===== src/rtl/ctrl_tx_if.sv =====
// Request / UART-TX bundle for the transmit-side controller.
//   rf_data, rf_vld    : register-file read result and its one-cycle qualifier
//   alu_data, alu_vld  : ALU result and its one-cycle qualifier
//   tx_busy            : UART TX busy, already synchronised to clk
//   tx_p_data, tx_d_vld: byte and valid presented to the UART TX
//   ctrl_busy          : frame in progress or request pending
//   req_ovf            : sticky, a request was dropped
// The slave modport is the controller; the master modport is its environment.
interface ctrl_tx_if #(
    parameter int DATA_WIDTH = 8,
    parameter int ALU_WIDTH  = 16
);
    logic [DATA_WIDTH-1:0] rf_data;
    logic                  rf_vld;
    logic [ALU_WIDTH-1:0]  alu_data;
    logic                  alu_vld;
    logic                  tx_busy;
    logic [DATA_WIDTH-1:0] tx_p_data;
    logic                  tx_d_vld;
    logic                  ctrl_busy;
    logic                  req_ovf;

    modport master (
        output rf_data, rf_vld, alu_data, alu_vld, tx_busy,
        input  tx_p_data, tx_d_vld, ctrl_busy, req_ovf
    );

    modport slave (
        input  rf_data, rf_vld, alu_data, alu_vld, tx_busy,
        output tx_p_data, tx_d_vld, ctrl_busy, req_ovf
    );
endinterface


===== src/rtl/ctrl_tx.sv =====
// Transmit-side system controller. Serialises RF (1 byte) and ALU (2 bytes, low
// byte first) results into bytes for the UART TX over a valid/busy handshake.
// Ports:
//   clk : reference clock
//   rst : asynchronous active-low reset
//   bus : ctrl_tx_if.slave (requests in, UART byte/valid and status out)
module ctrl_tx #(
    parameter int DATA_WIDTH = 8,
    parameter int ALU_WIDTH  = 16
) (
    input logic      clk,
    input logic      rst,
    ctrl_tx_if.slave bus
);
    localparam int PadW = ALU_WIDTH - DATA_WIDTH;

    localparam logic [1:0] StIdle     = 2'd0;
    localparam logic [1:0] StSend     = 2'd1;
    localparam logic [1:0] StWaitDone = 2'd2;

    logic [1:0]            state_q, state_d;
    logic [ALU_WIDTH-1:0]  shreg_q, shreg_d;
    logic                  bcnt_q, bcnt_d;
    logic [1:0]            blen_q, blen_d;
    logic                  rf_pend_q, rf_pend_d;
    logic [DATA_WIDTH-1:0] rf_slot_q, rf_slot_d;
    logic                  alu_pend_q, alu_pend_d;
    logic [ALU_WIDTH-1:0]  alu_slot_q, alu_slot_d;
    logic                  req_ovf_q, req_ovf_d;

    logic idle_free, rf_direct, alu_direct, frame_done;
    logic consume_rf, consume_alu;

    always_comb begin
        state_d     = state_q;
        shreg_d     = shreg_q;
        bcnt_d      = bcnt_q;
        blen_d      = blen_q;
        rf_pend_d   = rf_pend_q;
        rf_slot_d   = rf_slot_q;
        alu_pend_d  = alu_pend_q;
        alu_slot_d  = alu_slot_q;
        req_ovf_d   = req_ovf_q;
        consume_rf  = 1'b0;
        consume_alu = 1'b0;

        idle_free  = (state_q == StIdle) && !rf_pend_q && !alu_pend_q;
        rf_direct  = idle_free && bus.rf_vld;
        // On a simultaneous pulse RF takes the shift register, ALU is parked.
        alu_direct = idle_free && bus.alu_vld && !bus.rf_vld;
        frame_done = ({1'b0, bcnt_q} == (blen_q - 2'd1));

        case (state_q)
            StIdle: begin
                // A request parked on the very edge the previous frame ended
                // is launched from here.
                if (rf_pend_q) begin
                    shreg_d    = {{PadW{1'b0}}, rf_slot_q};
                    blen_d     = 2'd1;
                    bcnt_d     = 1'b0;
                    consume_rf = 1'b1;
                    state_d    = StSend;
                end else if (alu_pend_q) begin
                    shreg_d     = alu_slot_q;
                    blen_d      = 2'd2;
                    bcnt_d      = 1'b0;
                    consume_alu = 1'b1;
                    state_d     = StSend;
                end else if (rf_direct) begin
                    shreg_d = {{PadW{1'b0}}, bus.rf_data};
                    blen_d  = 2'd1;
                    bcnt_d  = 1'b0;
                    state_d = StSend;
                end else if (alu_direct) begin
                    shreg_d = bus.alu_data;
                    blen_d  = 2'd2;
                    bcnt_d  = 1'b0;
                    state_d = StSend;
                end
            end
            StSend: begin
                if (bus.tx_busy) begin
                    state_d = StWaitDone;
                end
            end
            StWaitDone: begin
                if (!bus.tx_busy) begin
                    if (!frame_done) begin
                        shreg_d = shreg_q >> DATA_WIDTH;
                        bcnt_d  = bcnt_q + 1'b1;
                        state_d = StSend;
                    end else if (rf_pend_q) begin
                        shreg_d    = {{PadW{1'b0}}, rf_slot_q};
                        blen_d     = 2'd1;
                        bcnt_d     = 1'b0;
                        consume_rf = 1'b1;
                        state_d    = StSend;
                    end else if (alu_pend_q) begin
                        shreg_d     = alu_slot_q;
                        blen_d      = 2'd2;
                        bcnt_d      = 1'b0;
                        consume_alu = 1'b1;
                        state_d     = StSend;
                    end else begin
                        state_d = StIdle;
                    end
                end
            end
            default: state_d = StIdle;
        endcase

        // A slot being consumed this edge counts as free for a new request.
        if (bus.rf_vld && !rf_direct) begin
            if (rf_pend_q && !consume_rf) begin
                req_ovf_d = 1'b1;
            end else begin
                rf_pend_d = 1'b1;
                rf_slot_d = bus.rf_data;
            end
        end else if (consume_rf) begin
            rf_pend_d = 1'b0;
        end

        if (bus.alu_vld && !alu_direct) begin
            if (alu_pend_q && !consume_alu) begin
                req_ovf_d = 1'b1;
            end else begin
                alu_pend_d = 1'b1;
                alu_slot_d = bus.alu_data;
            end
        end else if (consume_alu) begin
            alu_pend_d = 1'b0;
        end
    end

    always_ff @(posedge clk or negedge rst) begin
        if (!rst) begin
            state_q    <= StIdle;
            shreg_q    <= '0;
            bcnt_q     <= 1'b0;
            blen_q     <= 2'd0;
            rf_pend_q  <= 1'b0;
            rf_slot_q  <= '0;
            alu_pend_q <= 1'b0;
            alu_slot_q <= '0;
            req_ovf_q  <= 1'b0;
        end else begin
            state_q    <= state_d;
            shreg_q    <= shreg_d;
            bcnt_q     <= bcnt_d;
            blen_q     <= blen_d;
            rf_pend_q  <= rf_pend_d;
            rf_slot_q  <= rf_slot_d;
            alu_pend_q <= alu_pend_d;
            alu_slot_q <= alu_slot_d;
            req_ovf_q  <= req_ovf_d;
        end
    end

    assign bus.tx_d_vld  = (state_q == StSend);
    assign bus.tx_p_data = shreg_q[DATA_WIDTH-1:0];
    assign bus.ctrl_busy = (state_q != StIdle) || rf_pend_q || alu_pend_q;
    assign bus.req_ovf   = req_ovf_q;
endmodule


===== src/flat_wrapper.sv =====
// flat-port wrapper written by rule: the top's interface ports become plain ports
module ctrl_tx_flat 
#(
    parameter int DATA_WIDTH = 8,
    parameter int ALU_WIDTH  = 16
)
  (clk, rst, bus_rf_data, bus_rf_vld, bus_alu_data, bus_alu_vld, bus_tx_busy, bus_tx_p_data, bus_tx_d_vld, bus_ctrl_busy, bus_req_ovf);
  ctrl_tx_if #(.DATA_WIDTH(DATA_WIDTH), .ALU_WIDTH(ALU_WIDTH)) bus_i ();
  input logic clk;
  input logic rst;
  input wire logic [$bits(bus_i.rf_data)-1:0] bus_rf_data;
  input wire logic [$bits(bus_i.rf_vld)-1:0] bus_rf_vld;
  input wire logic [$bits(bus_i.alu_data)-1:0] bus_alu_data;
  input wire logic [$bits(bus_i.alu_vld)-1:0] bus_alu_vld;
  input wire logic [$bits(bus_i.tx_busy)-1:0] bus_tx_busy;
  output wire logic [$bits(bus_i.tx_p_data)-1:0] bus_tx_p_data;
  output wire logic [$bits(bus_i.tx_d_vld)-1:0] bus_tx_d_vld;
  output wire logic [$bits(bus_i.ctrl_busy)-1:0] bus_ctrl_busy;
  output wire logic [$bits(bus_i.req_ovf)-1:0] bus_req_ovf;
  assign bus_i.rf_data = bus_rf_data;
  assign bus_i.rf_vld = bus_rf_vld;
  assign bus_i.alu_data = bus_alu_data;
  assign bus_i.alu_vld = bus_alu_vld;
  assign bus_i.tx_busy = bus_tx_busy;
  assign bus_tx_p_data = bus_i.tx_p_data;
  assign bus_tx_d_vld = bus_i.tx_d_vld;
  assign bus_ctrl_busy = bus_i.ctrl_busy;
  assign bus_req_ovf = bus_i.req_ovf;
  ctrl_tx #(.DATA_WIDTH(DATA_WIDTH), .ALU_WIDTH(ALU_WIDTH)) u_core (.clk(clk), .rst(rst), .bus(bus_i));
endmodule

===== config.mk =====
export PLATFORM = sky130hd
export DESIGN_NAME = ctrl_tx_flat
export DESIGN_NICKNAME = d
export VERILOG_FILES = /design/src/rtl/ctrl_tx_if.sv /design/src/rtl/ctrl_tx.sv /design/src/flat_wrapper.sv
export SDC_FILE = /design/constraint.sdc
export NUM_CORES = 1
export LEC_CHECK = 0
export ABC_AREA = 1
export CORE_ASPECT_RATIO = 1.25
export CORE_MARGIN = 3
export CORE_UTILIZATION = 45
export CTS_CLUSTER_DIAMETER = 120
export DETAILED_ROUTE_END_ITERATION = 16
export HOLD_SLACK_MARGIN = 0.08
export PLACE_DENSITY = 0.69
export SYNTH_ARGS = -nofsm -noshare
export SYNTH_HDL_FRONTEND = slang
export SYNTH_SLANG_ARGS = --single-unit

===== constraint.sdc =====
create_clock -name clk -period 2.27 [get_ports clk]
set_clock_uncertainty 0.05 [all_clocks]
set_input_delay 0.454 -clock clk [delete_from_list [all_inputs] [get_ports clk]]
set_output_delay 0.454 -clock clk [all_outputs]
set_load 0.05 [all_outputs]

* Word-level counts from Yosys, hierarchy flattened
Index checks and enable logic that the tools add are counted.
Cells by class: $add $sub $neg 2, eq/ne operators 11, muxes and demuxes 56, bitwise operators 2, reductions and logical operators 30
Operators by type and width (count):
- $mux 16 | 8
- $mux 2 | 16
- $pmux 16 s2 | 1
- $mux 1 | 26
- $logic_and 1x1->1 | 9
- $ne 2x2->1 const B | 4
- $reduce_and 2->1 | 4
- $reduce_bool 2->1 | 4
- $logic_not 1->1 | 7
- $pmux 1 s2 | 3
- $pmux 2 s3 | 1
- $ne 5x1->1 const B | 1
- $reduce_and 5->1 | 1
- $ne 4x2->1 const B | 1
- $pmux 2 s2 | 1
- $reduce_and 4->1 | 1
- $ne 3x1->1 const B | 1
- $reduce_and 3->1 | 1
- $eq 1x2->1 | 1
- $eq 2x1->1 const B | 1
- $eq 2x2->1 const B | 1
- $logic_not 2->1 | 1
- $logic_or 1x1->1 | 2
- $ne 2x1->1 const B | 1
- 3 further kinds | 4
Storage, ports and cells: bits in registers 48, input bits 29, output and inout port bits 11, word-level logic and storage cells 110

* Logic depth before layout (Yosys ltp)
depth in word-level cells 11, mapped depth 12, depth with buffers taken out 11

* Worst setup path before layout
Ideal clock, no wire load.
path type reg-to-reg, from register u_core.rf_pend_q, to register u_core.shreg_q[10], library setup time 0.116 ns, arrival 1.490 ns, data required time 2.104 ns, slack 0.614 ns, cell stages (with the launch flop) 12, path buffers 1, period minus slack after synthesis 1.656 ns, cell sequence dfrtp_1 -> nor2_4 -> nand2_4 -> inv_2 -> nand2_1 -> nand2_1 -> inv_2 -> nand2_4 -> inv_4 -> buf_6 -> nand2_1 -> nand2_1
Between the ends: longest elaborated chain between the ends 8, elaborated cells between the ends (all ways) 16, classes of those cells eq/ne (2); mux (7); reduce/logical (7)
RTL lines:
- start: declaration | line ctrl_tx.sv:25 | logic rf_pend_q, rf_pend_d;
- start signal: assignment | line ctrl_tx.sv:152 | rf_pend_q <= rf_pend_d;
- $logic_not 1->1 | line ctrl_tx.sv:47 | idle_free = (state_q == StIdle) && !rf_pend_q && !alu_pend_q;
- $logic_and 1x1->1 (2 in series) | line ctrl_tx.sv:47
- $logic_and 1x1->1 | line ctrl_tx.sv:48 | rf_direct = idle_free && bus.rf_vld;
- $mux 16 | line ctrl_tx.sv:69 | end else if (rf_direct) begin
- $mux 16 | line ctrl_tx.sv:63 | end else if (alu_pend_q) begin
- $mux 16 | line ctrl_tx.sv:57 | if (rf_pend_q) begin
- $pmux 16 s2 | line ctrl_tx.sv:53 | case (state_q)
- end signal: assignment | line ctrl_tx.sv:149 | shreg_q <= shreg_d;
- end: declaration | line ctrl_tx.sv:22 | logic [ALU_WIDTH-1:0] shreg_q, shreg_d;
Parallel ways exist; a longest one is shown, timed or not. The select of a mux whose other input is x is not followed. A chain may end at the register's enable or synchronous reset.

* Worst setup path after layout
from register u_core.shreg_q[0], to output bus_tx_p_data[0]
RTL lines:
- end: declaration | line flat_wrapper.sv:16 | output wire logic [$bits(bus_i.tx_p_data)-1:0] bus_tx_p_data;
No word-level cell between the ends.

==> metrics.csv <==
stage;metric;value;unit
status;status;complete, no violations;
critical_path;crit_type;reg -> out;
cells_and_area;design_area;0.00332;mm2
critical_path;crit_family;buffers and inverters;
critical_path;worstSetupEndpointType;primary output;
global_route;grt.busiest_layer;met2;
placed_design;dpl_cell_area;0.00322;mm2
sta;tns;0;ns
drt;first_pass_iters;4;
drt;drtAntennaViolNets;0;
placed_design;place_ws;0.109;ns
clock_tree;clock_latency;0.30;ns
clock_tree;cts_root_buffer;clkbuf_8;
clock_tree;tritoncts;built;
logic_synthesis;avgSynthCellArea;6.92;um2
logic_synthesis;yosysSeqAreaShare;0.426;
placed_design;portBuffers;39;
critical_path;max_stage_delay;0.81;ns
clock_tree;clk_path_buf_depth;2;
logic_synthesis;synthArstFlopShare;1.00;
critical_path;cp_cell_sequence;clkdlybuf4s50_1;
sta;period_minus_slack;1.99;ns
cells_and_area;antenna_cells;0;
placed_design;gp_congestion;0.899;
sta;worst-slew-pin-transition;0.566;ns
logic_synthesis;ys_warn_count;0;
sta;hold_viol_final;0;
global_route;grt_pass1_vias;2478;
drt;routed_via_density;4.96;
global_route;grt_usage;0.205;
sta;maxSlewViolCount;0;
logic_synthesis;synth_edf_count;0;
drt;wirelength;6980;um
sta;timing.final.crit_share;0.876;
run;maxCapViolations;0;
critical_path;critPathArrivalTime;1.48;ns
logic_synthesis;synth_nets;436;
die;core_area;0.00593;mm2
die;dieArea;0.00725;mm2
sta;setup_ws;0.281;ns
logic_synthesis;synthMostInstantiatedCell;nand2_1;
logic_synthesis;synth_cell_types;22;
logic_synthesis;yosys.area.top_type_share;0.426;
critical_path;slowest_stage;clkdlybuf4s50_1;
critical_path;startpoint_type;flip-flop;
critical_path;required;1.77;ns
drt;vias;2593;
clock_tree;cts_inserted_buffers;5;
logic_synthesis;synthCells;407;
clock_tree;clock_sinks;48;
cells_and_area;final_util;0.559;
cells_and_area;multiInputGateArea;0.00137;mm2
cells_and_area;stdcell_count;523;
placed_design;placedCellCount;515;
power_and_ir_drop;power.density;1360;mW/mm2
sta;setup_viol;0;
cells_and_area;final-seq-area;0.00120;mm2
logic_synthesis;yosys.area.top_type;dfrtp_1;
clock_tree;post_cts_buffers;0;
sta;fmaxAchievable;503;MHz
global_route;grt_pass1_wl;11800;um
global_route;grt_max_degree;27;
die;start_util;0.475;
die;die_h;94.5;um
global_route;grt.met3_usage;0.0334;
critical_path;path_buf_inv;1;
clock_tree;path_clk_slew;0.09;ns
cells_and_area;num-fill-cells;601;
clock_tree;htree_num_levels;2;
drt;wl_per_cell;13.3;um
critical_path;crit_fanout;2;
logic_synthesis;synth_ff_type;dfrtp_1;
cells_and_area;syn_to_final_growth;17.8;%
clock_tree;cts-resized-gates;0;
drt;drc;0;
global_route;use_met1;0.274;
logic_synthesis;synth_area;0.00282;mm2
die;num_rows;31;
clock_tree;cts_hold_buf;0;
sta;grt_setup_unrepaired;no;
power_and_ir_drop;ir_worst_vdd;0.600;mV
hold_path;min_path_type;in -> async;
sta;relSlewSlack;0.623;
logic_synthesis;synth_common_cells;207 x nand2_1, 48 x dfrtp_1, 39 x nand3_1, 19 x inv_1;
logic_synthesis;synth.area.top_cells;dfrtp_1 43%, nand2_1 28%, nand3_1 6.9%;
power_and_ir_drop;p_leak;1.74;nW
global_route;gr-total-overflow;0;
die;dieWidth;76.8;um
cells_and_area;fin_nets;469;
global_route;grt_use_met2;0.329;
placed_design;dp_hpwl;5340;um
logic_synthesis;ys_seq_elements;48;
die;ios;40;
drt;drtIter0Drc;196;
cells_and_area;layout-drive-gt1-share;0.0952;
global_route;antenna_found_initial;0;
stage by stage:
stage	power, mW	hold slack, ns
final	4.50	0.0844
after global routing	4.93	0.118
after CTS	4.52	0.0988
after detailed placement	3.98	0.400
after global placement	3.94	0.396
after floorplan	3.42	0.108
per-layer routing:
| layer | routed length, um | share of wire | vias up |
|---|---|---|---|
| met1 | 3090 | 0.44 | 1164 |
| met5 | 0 | 0 | - |
| met3 | 404 | 0.058 | 14 |
| met2 | 3290 | 0.47 | 92 |
| met4 | 198 | 0.028 | 0 |
| li1 | - | - | 1323 |
kinds of logic (layout without fill, tap and decap cells):
group,after synthesis,count (layout),share of synthesized area
AND/OR/NAND/NOR,284,284,0.435
flip-flops,48,48,0.426
buffers and inverters,48,82,0.0880
AO/OA/AOI/OAI,27,27,0.0506
final timing paths:
check | start | to | slack [ns] | cells after the start
min | rst | u_core.rf_pend_q | 0.08 | 1
max in group asynchronous | rst | u_core.shreg_q[4] | 1.56 | 2
min in group clk | u_core.alu_slot_q[6] | u_core.alu_slot_q[6] | 0.42 | 2
max | u_core.shreg_q[0] | bus_tx_p_data[0] | 0.28 | 1
max reg2reg | u_core.blen_q[0] | u_core.shreg_q[4] | 0.38 | 9
min reg2reg | u_core.alu_slot_q[6] | u_core.alu_slot_q[6] | 0.42 | 2
layout make-up:
type,instances,area share
inverter,28,0.0324
clock buffer,7,0.0260
sequential,48,0.362
tap,82,0.0309
clock inverter,1,0.00226
multi-input combinational,311,0.412
timing repair buffer,46,0.134
report_power, final:
group	total [mW]	internal [mW]	switching [mW]
Clock	0.537	0.248	0.289
Combinational	2.46	0.823	1.63
Sequential	1.51	1.23	0.279
flip-flops by register name, summed over array words and instances (netlist names):
signal	flops
u_core.shreg_q	16
u_core.alu_pend_q	1
u_core.rf_slot_q	8
u_core.blen_q	2
u_core.alu_slot_q	16
u_core.bcnt_q	1
u_core.state_q	2
u_core.rf_pend_q	1
u_core.bus.req_ovf	1
placed cells by master (no fill, tap or decap):
cell type	instances
buf_4	8
nand4_1	3
inv_4	1
nor2_4	5
o21ai_0	18
clkbuf_8	6
buf_12	1
buf_2	1
nand2_1	207
o21ai_1	7
or2_2	4
a21oi_2	1
clkinv_1	1
o21ai_2	1
nor2_1	18
nand3b_1	2
inv_1	19
clkbuf_1	1
clkinvlp_4	1
nand3_2	2
dfrtp_1	48
clkdlybuf4s50_1	36
nand3_1	39
nand2_4	3
nor3_4	1
inv_2	7
(Power assumes the default switching activity.)
